==> src/rtl/r4u2_one_ctrl_if.sv <==
// Sample, RAM-port and output bus of the radix-4 unit 2 stage-one buffer controller.
// The controller side uses the master modport; upstream, RAM and downstream use the slave modport.
`ifndef MAN_WIDTH
`define MAN_WIDTH 8
`endif
`ifndef EXP_WIDTH
`define EXP_WIDTH 4
`endif

interface r4u2_one_ctrl_if #(
  parameter int DW = 2*`MAN_WIDTH+`EXP_WIDTH,
  parameter int EW = `EXP_WIDTH
);
  logic          in_valid;
  logic          in_sop;
  logic [DW-1:0] in_data;
  logic          in_ready;
  logic          ram_wr_en;
  logic [5:0]    ram_wr_addr;
  logic [DW-1:0] ram_wr_data;
  logic [5:0]    ram_rd_addr;
  logic [DW-1:0] ram_rd_data;
  logic          out_valid;
  logic [DW-1:0] out_data;
  logic          out_sop;
  logic          out_eop;
  logic [1:0]    out_idx;
  logic [EW-1:0] out_exp_max;

  modport master (
    input  in_valid, in_sop, in_data, ram_rd_data,
    output in_ready, ram_wr_en, ram_wr_addr, ram_wr_data, ram_rd_addr,
           out_valid, out_data, out_sop, out_eop, out_idx, out_exp_max
  );

  modport slave (
    output in_valid, in_sop, in_data, ram_rd_data,
    input  in_ready, ram_wr_en, ram_wr_addr, ram_wr_data, ram_rd_addr,
           out_valid, out_data, out_sop, out_eop, out_idx, out_exp_max
  );
endinterface

==> src/rtl/r4u2_one_ctrl.sv <==
// Stage-one frame controller: linear 64-sample fill, radix-4 stride-16 drain,
// and block-exponent maximum tracking.
`ifndef MAN_WIDTH
`define MAN_WIDTH 8
`endif
`ifndef EXP_WIDTH
`define EXP_WIDTH 4
`endif

module r4u2_one_ctrl #(
  parameter int DW = 2*`MAN_WIDTH+`EXP_WIDTH,
  parameter int EW = `EXP_WIDTH
) (
  input  logic            clk_sys,
  input  logic            rst_sys,
  r4u2_one_ctrl_if.master bus
);

  typedef enum logic [1:0] {S_IDLE, S_FILL, S_DRAIN} state_t;

  state_t        state_reg, state_next;
  logic [5:0]    cnt_reg, cnt_next;
  logic [EW-1:0] exp_acc_reg, exp_acc_next;
  logic [EW-1:0] exp_max_reg, exp_max_next;
  logic [5:0]    rd_addr_reg, rd_addr_next;
  logic          out_valid_reg, out_sop_reg, out_eop_reg;
  logic [1:0]    out_idx_reg;

  logic [DW-1:0] sample;
  logic [EW-1:0] in_exp;
  logic [EW-1:0] exp_merged;
  logic          in_ready_c;
  logic          accept;
  logic          wr_c;
  logic [5:0]    wr_addr_c;
  logic          rd_c;

  assign sample     = bus.in_data;
  assign in_exp     = sample[EW-1:0];
  assign exp_merged = (in_exp > exp_acc_reg) ? in_exp : exp_acc_reg;
  // Held low during reset so nothing upstream believes a sample was taken.
  assign in_ready_c = (state_reg != S_DRAIN) && !rst_sys;
  assign accept     = bus.in_valid && in_ready_c;

  always_comb begin
    state_next   = state_reg;
    cnt_next     = cnt_reg;
    exp_acc_next = exp_acc_reg;
    exp_max_next = exp_max_reg;
    wr_c         = 1'b0;
    wr_addr_c    = cnt_reg;
    rd_c         = 1'b0;
    case (state_reg)
      S_IDLE: begin
        if (accept && bus.in_sop) begin
          wr_c         = 1'b1;
          wr_addr_c    = 6'd0;
          cnt_next     = 6'd1;
          exp_acc_next = in_exp;
          state_next   = S_FILL;
        end
      end
      S_FILL: begin
        if (accept) begin
          wr_c = 1'b1;
          if (bus.in_sop) begin
            // A new sop abandons the partial frame and restarts at address 0.
            wr_addr_c    = 6'd0;
            cnt_next     = 6'd1;
            exp_acc_next = in_exp;
          end else if (cnt_reg == 6'd63) begin
            exp_max_next = exp_merged;
            cnt_next     = 6'd0;
            state_next   = S_DRAIN;
          end else begin
            cnt_next     = cnt_reg + 6'd1;
            exp_acc_next = exp_merged;
          end
        end
      end
      S_DRAIN: begin
        rd_c     = 1'b1;
        cnt_next = cnt_reg + 6'd1;
        if (cnt_reg == 6'd63) begin
          state_next = S_IDLE;
        end
      end
      default: state_next = S_IDLE;
    endcase
    // The read address register runs one step ahead so each drain cycle presents its own address.
    rd_addr_next = (state_next == S_DRAIN) ? {cnt_next[1:0], cnt_next[5:2]} : 6'd0;
  end

  always_ff @(posedge clk_sys or posedge rst_sys) begin
    if (rst_sys) begin
      state_reg     <= S_IDLE;
      cnt_reg       <= 6'd0;
      exp_acc_reg   <= '0;
      exp_max_reg   <= '0;
      rd_addr_reg   <= 6'd0;
      out_valid_reg <= 1'b0;
      out_sop_reg   <= 1'b0;
      out_eop_reg   <= 1'b0;
      out_idx_reg   <= 2'd0;
    end else begin
      state_reg     <= state_next;
      cnt_reg       <= cnt_next;
      exp_acc_reg   <= exp_acc_next;
      exp_max_reg   <= exp_max_next;
      rd_addr_reg   <= rd_addr_next;
      out_valid_reg <= rd_c;
      out_sop_reg   <= rd_c && (cnt_reg == 6'd0);
      out_eop_reg   <= rd_c && (cnt_reg == 6'd63);
      out_idx_reg   <= rd_c ? cnt_reg[1:0] : 2'd0;
    end
  end

  assign bus.in_ready    = in_ready_c;
  assign bus.ram_wr_en   = ~wr_c;
  assign bus.ram_wr_addr = wr_addr_c;
  assign bus.ram_wr_data = sample;
  assign bus.ram_rd_addr = rd_addr_reg;
  assign bus.out_valid   = out_valid_reg;
  assign bus.out_data    = bus.ram_rd_data;
  assign bus.out_sop     = out_sop_reg;
  assign bus.out_eop     = out_eop_reg;
  assign bus.out_idx     = out_idx_reg;
  assign bus.out_exp_max = exp_max_reg;

endmodule

==> src/flat_wrapper.sv <==
// flat-port wrapper written by rule: the top's interface ports become plain ports
module r4u2_one_ctrl_flat 
#(
  parameter int DW = 2*`MAN_WIDTH+`EXP_WIDTH,
  parameter int EW = `EXP_WIDTH
)
  (clk_sys, rst_sys, bus_in_valid, bus_in_sop, bus_in_data, bus_ram_rd_data, bus_in_ready, bus_ram_wr_en, bus_ram_wr_addr, bus_ram_wr_data, bus_ram_rd_addr, bus_out_valid, bus_out_data, bus_out_sop, bus_out_eop, bus_out_idx, bus_out_exp_max);
  r4u2_one_ctrl_if #(.DW(DW), .EW(EW)) bus_i ();
  input  logic clk_sys;
  input  logic rst_sys;
  input wire logic [$bits(bus_i.in_valid)-1:0] bus_in_valid;
  input wire logic [$bits(bus_i.in_sop)-1:0] bus_in_sop;
  input wire logic [$bits(bus_i.in_data)-1:0] bus_in_data;
  input wire logic [$bits(bus_i.ram_rd_data)-1:0] bus_ram_rd_data;
  output wire logic [$bits(bus_i.in_ready)-1:0] bus_in_ready;
  output wire logic [$bits(bus_i.ram_wr_en)-1:0] bus_ram_wr_en;
  output wire logic [$bits(bus_i.ram_wr_addr)-1:0] bus_ram_wr_addr;
  output wire logic [$bits(bus_i.ram_wr_data)-1:0] bus_ram_wr_data;
  output wire logic [$bits(bus_i.ram_rd_addr)-1:0] bus_ram_rd_addr;
  output wire logic [$bits(bus_i.out_valid)-1:0] bus_out_valid;
  output wire logic [$bits(bus_i.out_data)-1:0] bus_out_data;
  output wire logic [$bits(bus_i.out_sop)-1:0] bus_out_sop;
  output wire logic [$bits(bus_i.out_eop)-1:0] bus_out_eop;
  output wire logic [$bits(bus_i.out_idx)-1:0] bus_out_idx;
  output wire logic [$bits(bus_i.out_exp_max)-1:0] bus_out_exp_max;
  assign bus_i.in_valid = bus_in_valid;
  assign bus_i.in_sop = bus_in_sop;
  assign bus_i.in_data = bus_in_data;
  assign bus_i.ram_rd_data = bus_ram_rd_data;
  assign bus_in_ready = bus_i.in_ready;
  assign bus_ram_wr_en = bus_i.ram_wr_en;
  assign bus_ram_wr_addr = bus_i.ram_wr_addr;
  assign bus_ram_wr_data = bus_i.ram_wr_data;
  assign bus_ram_rd_addr = bus_i.ram_rd_addr;
  assign bus_out_valid = bus_i.out_valid;
  assign bus_out_data = bus_i.out_data;
  assign bus_out_sop = bus_i.out_sop;
  assign bus_out_eop = bus_i.out_eop;
  assign bus_out_idx = bus_i.out_idx;
  assign bus_out_exp_max = bus_i.out_exp_max;
  r4u2_one_ctrl #(.DW(DW), .EW(EW)) u_core (.clk_sys(clk_sys), .rst_sys(rst_sys), .bus(bus_i));
endmodule
==> config.mk <==
export PLATFORM = sky130hd
export DESIGN_NAME = r4u2_one_ctrl_flat
export DESIGN_NICKNAME = d
export VERILOG_FILES = /design/src/rtl/r4u2_one_ctrl_if.sv /design/src/rtl/r4u2_one_ctrl.sv /design/src/flat_wrapper.sv
export SDC_FILE = /design/constraint.sdc
export NUM_CORES = 1
export LEC_CHECK = 0
export BUFFER_PORTS_ARGS = -buffer_cell sky130_fd_sc_hd__buf_4
export CORE_ASPECT_RATIO = 0.5
export CORE_MARGIN = 1.5
export CORE_UTILIZATION = 39
export CTS_BUF_LIST = sky130_fd_sc_hd__clkbuf_4 sky130_fd_sc_hd__clkbuf_8 sky130_fd_sc_hd__clkbuf_16
export DETAILED_ROUTE_END_ITERATION = 7
export PLACE_DENSITY_LB_ADDON = 0.05
export SETUP_SLACK_MARGIN = 0.05
export SLEW_MARGIN = 20
export SYNTH_ARGS = -nofsm -noshare
export SYNTH_HDL_FRONTEND = slang
export SYNTH_SLANG_ARGS = --single-unit
export TNS_END_PERCENT = 100
==> constraint.sdc <==
create_clock -name clk_sys -period 1.66 [get_ports clk_sys]
set_input_delay 0.415 -clock clk_sys [delete_from_list [all_inputs] [get_ports clk_sys]]
set_output_delay 0.415 -clock clk_sys [all_outputs]
set_load 0.05 [all_outputs]
-- After elaboration in Yosys (flattened, before gate mapping)
Index checks and enable logic that the tools add are counted.
- output and inout port bits: 63
- input port bits: 44
- register bits after elaboration: 27
- word-level logic and storage cells: 59
- muxes and demuxes: 27
- reduce and logical (&&, ||, !) cells: 11
- $lt $le $gt $ge: 1
- bitwise logic cells: 2
- eq/ne operators: 8
- add/subtract/negate cells: 1
- operators with widths (kind ; count):
    $mux 6 ; 8
    $mux 4 ; 5
    $pmux 6 s3 ; 1
    $mux 2 ; 6
    $pmux 6 s2 ; 1
    $pmux 4 s2 ; 1
    $reduce_and 4->1 ; 2
    $add 6x1->6 const B ; 1
    $eq 6x6->1 const B ; 1
    $logic_not 6->1 ; 1
    $pmux 2 s3 ; 1
    $logic_and 1x1->1 ; 5
    $eq 2x2->1 const B ; 2
    $gt 4x4->1 ; 1
    $ne 2x1->1 const B ; 2
    $mux 1 ; 3
    $ne 3x3->1 const B ; 1
    $eq 2x1->1 const B ; 1
    $logic_not 2->1 ; 1
    $ne 2x2->1 const B ; 1
    $not 1->1 ; 2
    $pmux 1 s2 ; 1
    $reduce_bool 2->1 ; 1
    $logic_not 1->1 ; 1

-- Longest topological paths before layout
- word-level depth: 8
- depth in mapped cells: 7
- gate-level depth less buffers: 7

-- Least setup slack after synthesis
OpenSTA, ideal clock, no wires.
- kind: input port to output port
- start point: input port rst_sys
- end point: output port bus_ram_wr_addr[0]
- arrival time: 1.497 ns
- buffers on the path: 0
- required time: 1.245 ns
- stages: 3
- path slack: -0.252 ns
- cells stage by stage: nand2b_1 nor3b_1 nor2_1
- word-level cells in the longest chain between the ends: 6
- ends and longest elaborated chain (item ; line ; text):
    from (decl) ; flat_wrapper.sv:10 ; input logic rst_sys;
    $logic_not 1->1 * ; r4u2_one_ctrl.sv:42 ; assign in_ready_c = (state_reg != S_DRAIN) && !rst_sys;
    $logic_and 1x1->1 * ; r4u2_one_ctrl.sv:42 ;
    $logic_and 1x1->1 * ; r4u2_one_ctrl.sv:43 ; assign accept = bus.in_valid && in_ready_c;
    $logic_and 1x1->1 ; r4u2_one_ctrl.sv:55 ; if (accept && bus.in_sop) begin
    $mux 6 ; r4u2_one_ctrl.sv:55 ;
    $pmux 6 s2 * ; r4u2_one_ctrl.sv:53 ; case (state_reg)
    to (decl) ; flat_wrapper.sv:17 ; output wire logic [$bits(bus_i.ram_wr_addr)-1:0] bus_ram_wr_addr;
Mark *: on every way between the ends. The rest lies on a longest branch, timed or not.

-- Final worst setup path
- start point: register u_core.state_reg[0]
- end point: output port bus_in_ready
- word-level cells in the longest chain between the ends: 2
- ends and longest elaborated chain (item ; line ; text):
    from (decl) ; r4u2_one_ctrl.sv:21 ; state_t state_reg, state_next;
    from (signal assigned) ; r4u2_one_ctrl.sv:106 ; state_reg <= state_next;
    $ne 2x2->1 ; r4u2_one_ctrl.sv:42 ;
    $logic_and 1x1->1 ; r4u2_one_ctrl.sv:42 ;
    to (decl) ; flat_wrapper.sv:15 ; output wire logic [$bits(bus_i.in_ready)-1:0] bus_in_ready;
No other way between the ends.

==> reports/results.env <==
OUTCOME='finished, violations left'
FAILING_CHECKS='negative setup slack'
PORT_BUFFERS=34
ANTENNADIODECOUNT=0
DIE_X_UM=96.93
CLOCK_INSERTION_DELAY_WORST_SKEW_NS=0.28
ESTIMATED_WIRELENGTH_OF_THE_DETAIL_PLACED_DESIGN_UM=2967
DRC=0
TIMING.CLOCK.SKEW_NS=0.003619
PIN_COUNT_OF_THE_BIGGEST_NET_ENTERING_GLOBAL_ROUTING=22
SETUP_VIOL=17
GR-USAGE-ALL-LAYERS_PCT=17.45
CTS-ROOT-BUF='clkbuf_8'
POWER_PER_CELL_AREA_nW_PER_UM2=1059
POST_CTS_HOLD_BUFFER_COUNT=0
DRT-TOTAL-WL_UM=3960
TIMING.MAX_SLEW.REL_SLACK_PCT=80.44
PATH_CLK_SLEW_NS=0.09
RRSETUPSLACK_NS=-0.12
TIMING.FINAL.MAX_SLEW_VIOLATIONS=0
CRITICAL_PATH_ARRIVAL_NS=1.38
NUMCTSBUFFERS=3
PLACE.GP.CONGESTION=0.7330
POSTSYNTHCELLCOUNT=177
SETUP_SLACK_NS=-0.1398
FMAX_GHz=0.5556
IO_PINS=107
GRT_PASS1_WL_UM=6610
LAYOUT_COMMONEST_CELL='buf_4'
TRANSITION_AT_THE_PIN_WITH_THE_SMALLEST_MAX_TRANSITION_SLACK_NS=0.2907
DIE_AREA_UM2=4843
NUMBER_OF_LEVELS_IN_THE_CLOCK_H_TREE=1
YOSYS_WARNINGS=0
POST-ROUTE-CELL-AREA_UM2=2394
CRIT_START='u_core.state_reg[0]'
GRT_OVERFLOW_TOTAL=0
AREA_GROWTH_SYN_TO_LAYOUT_PCT=39.13
PLACEMENTROWS=16
START_KIND='flip-flop'
TOTALPOWERFINAL_uW=2536
SYNTH_AREA_PER_CELL_UM2=9.720
DIE_H_UM=49.97
CRIT_PATH_CELL_TRACE='buf_4 > buf_6 > buf_6 > nand2b_4 > inv_4 > nor2_4 > buf_6'
TOTAL_NUMBER_OF_CLOCK_TREE_SINKS=27
WORSTSETUPENDPOINTTYPE='output port'
POWER_LEAKAGE_uW=0.001155
POST_DETAILED_ROUTE_COUNT_OF_ANTENNA_VIOLATING_NETS=0
HOLD_VIOLATION_COUNT_IN_THE_FINAL_REPORT=0
ENDPOINT_REQUIRED_TIME_ON_THE_CRITICAL_PATH_NS=1.24
R2R-START='u_core.exp_acc_reg[3]'
YOSYS_REGISTER_BITS=27
DETAILED_ROUTER_S_FIRST_ITERATION_VIOLATION_COUNT=23
TOTAL_NETS_AFTER_SYNTHESIS=227
FIRST_PASS_ITERS=4
CORE_AREA_UM2=4064
POST_DRT_WL_PER_CELL_UM=14.61
VIAS=1267
MOST_FREQUENT_CELLS_IN_THE_LAYOUT='buf_4, dfrtp_1, buf_6'
TIMING.CRITICAL_PATH.FANOUT_MAX=3
ROUTE.DETAILED.VIAS_PER_INST=4.675
SYN-CELL-AREA_UM2=1720
POSTPLACECELLAREA_UM2=2097
NNETSFINAL=268
UNREPAIRED_SETUP_ENDPOINTS_AFTER_GLOBAL_ROUTING='yes'
VIAS_IN_THE_FIRST_GLOBAL_ROUTE=1331
IR_DROP_mV=0.6548
POST-ROUTE-PERIOD-UTIL_PCT=108.4
INITIAL_UTILIZATION_PCT=42.33
WORST_R2R_ENDPOINT='u_core.exp_acc_reg[0]'
SYNTH_SEQUENTIAL_AREA_RATIO_PCT=39.27
HP-CLASS='input pin to asynchronous set/reset pin'
CLOCK_TREE_FROM_TRITONCTS='done'
TIMING.MAX_CAP.VIOLATIONS=0
LAYOUT-DRIVE-GT1-SHARE_PCT=58.06
CRITICAL-PATH-SLOWEST-CELL='dfrtp_1'
CP_COMMON_CELL='buf_6'
CTS_MAX_PATH_BUFFERS=2
GRT_ANTENNA_BEFORE_REPAIR=0
SETUP.WORST_PATH.CLASS='flip-flop to output port'
CRITICAL_PATH.MAX_STAGE_DELAY_NS=0.38
DISTINCT_CELL_TYPE_COUNT_OF_THE_SYNTHESIZED_NETLIST=38
REG2REGPATHDEPTH=8
MIN_TCLK_POST_ROUTE_NS=1.800
==> cell usage after synthesis (all sizes together) <==
master,instances,area share [%]
nand2,10,2.2
mux2i,4,2.3
clkbuf,1,0.29
a211oi,3,2.0
mux2,4,2.6
a221o,1,0.58
a2bb2oi,1,0.51
inv,11,2.5
a31oi,3,1.1
nand2b,4,1.5
buf,43,19
or2,3,1.2
xnor2,3,1.5
o22ai,1,0.73
nor4,1,0.36
nand3,5,2.2
a21o,2,0.87
a21boi,1,0.44
a22o,1,0.51
and2b,1,0.51
o21ai,6,1.7
nor2,14,3.1
and2,4,1.5
dfrtp,27,39
ha,6,4.4
nor3b,1,0.44
nand4bb,1,1.6
nor2b,6,2.2
and3,2,1.0
a21oi,7,2.0
==> critical path, delay by kind of cell, from the launching register on <==
kind,cells,cell delay (ns)
buf+inv,5,0.57
flops,1,0.38
simple gates,2,0.17
==> per-stage QoR <==
step / setup TNS [ns] / worst slack, ns / util [%] / instances / hold slack [ns]
after CTS: -1.722 / -0.1477 / 57.82 / 269 / 0.2354
after global routing: -2.909 / -0.2288 / 58.90 / 271 / 0.2435
after global placement: -2.201 / -0.2189 / 51.60 / 253 / 0.4708
after detailed placement: -2.489 / -0.2802 / 51.60 / 253 / 0.4739
final: -1.586 / -0.1398 / 58.90 / 271 / 0.2326
after floorplan: -0.5970 / -0.1276 / - / 177 / 0.4677
==> what timing repair did <==
item / in CTS / in global routing
gates resized for setup: 38 / 6
pin swaps: 10 / 4
buffers inserted: 12 / 2
endpoints found under the setup margin: 19 / 25
==> area by class of cell <==
class	count	area (um2)
Multi-Input combinational cell	95	867.1
Tap cell	54	67.56
Timing Repair Buffer	80	689.4
Inverter	11	43.79
Sequential cell	27	676.9
Clock buffer	4	48.80
Fill cell	369	1670
==> power breakdown <==
| part | internal [uW] | leakage (uW) | total [uW] | switching, uW |
|---|---|---|---|---|
| clock | 189 | 0.0000262 | 396 | 208 |
| sequential | 740 | 0.000357 | 807 | 67.2 |
| combinational | 701 | 0.000772 | 1330 | 632 |
==> layer usage <==
metal  GRT usage [%]  share of wire [%]  vias up  routed length (um)
met5               0                  0        -                   0
met4           6.522                1.6        0                  63
met3           5.957                6.4        9                 255
met2           30.54                 51       50                2017
met1           20.07                 41      590                1624
li1                -                  -      618                   -
==> cells by family after synthesis <==
kind of cell,count (synthesis),share of synthesized area (%)
adders and majority gates,6,4.364
and+or+nand+nor,52,17.67
AOI/OAI and AO/OA,26,10.55
buffers and inverters,55,21.67
DFF,27,39.27
muxes,8,4.945
xor gates and xnor gates,3,1.528
==> worst max-delay path by stage <==
stage	to	slack (ns)	cells after the start
floorplan	u_core.exp_acc_reg[0]	-0.13	5
global placement	u_core.exp_acc_reg[0]	-0.22	7
detailed placement	u_core.exp_acc_reg[0]	-0.28	7
CTS	bus_ram_wr_en	-0.15	5
global route	bus_ram_wr_en	-0.23	5
finish	bus_in_ready	-0.14	7
(Power assumes the default switching activity.)
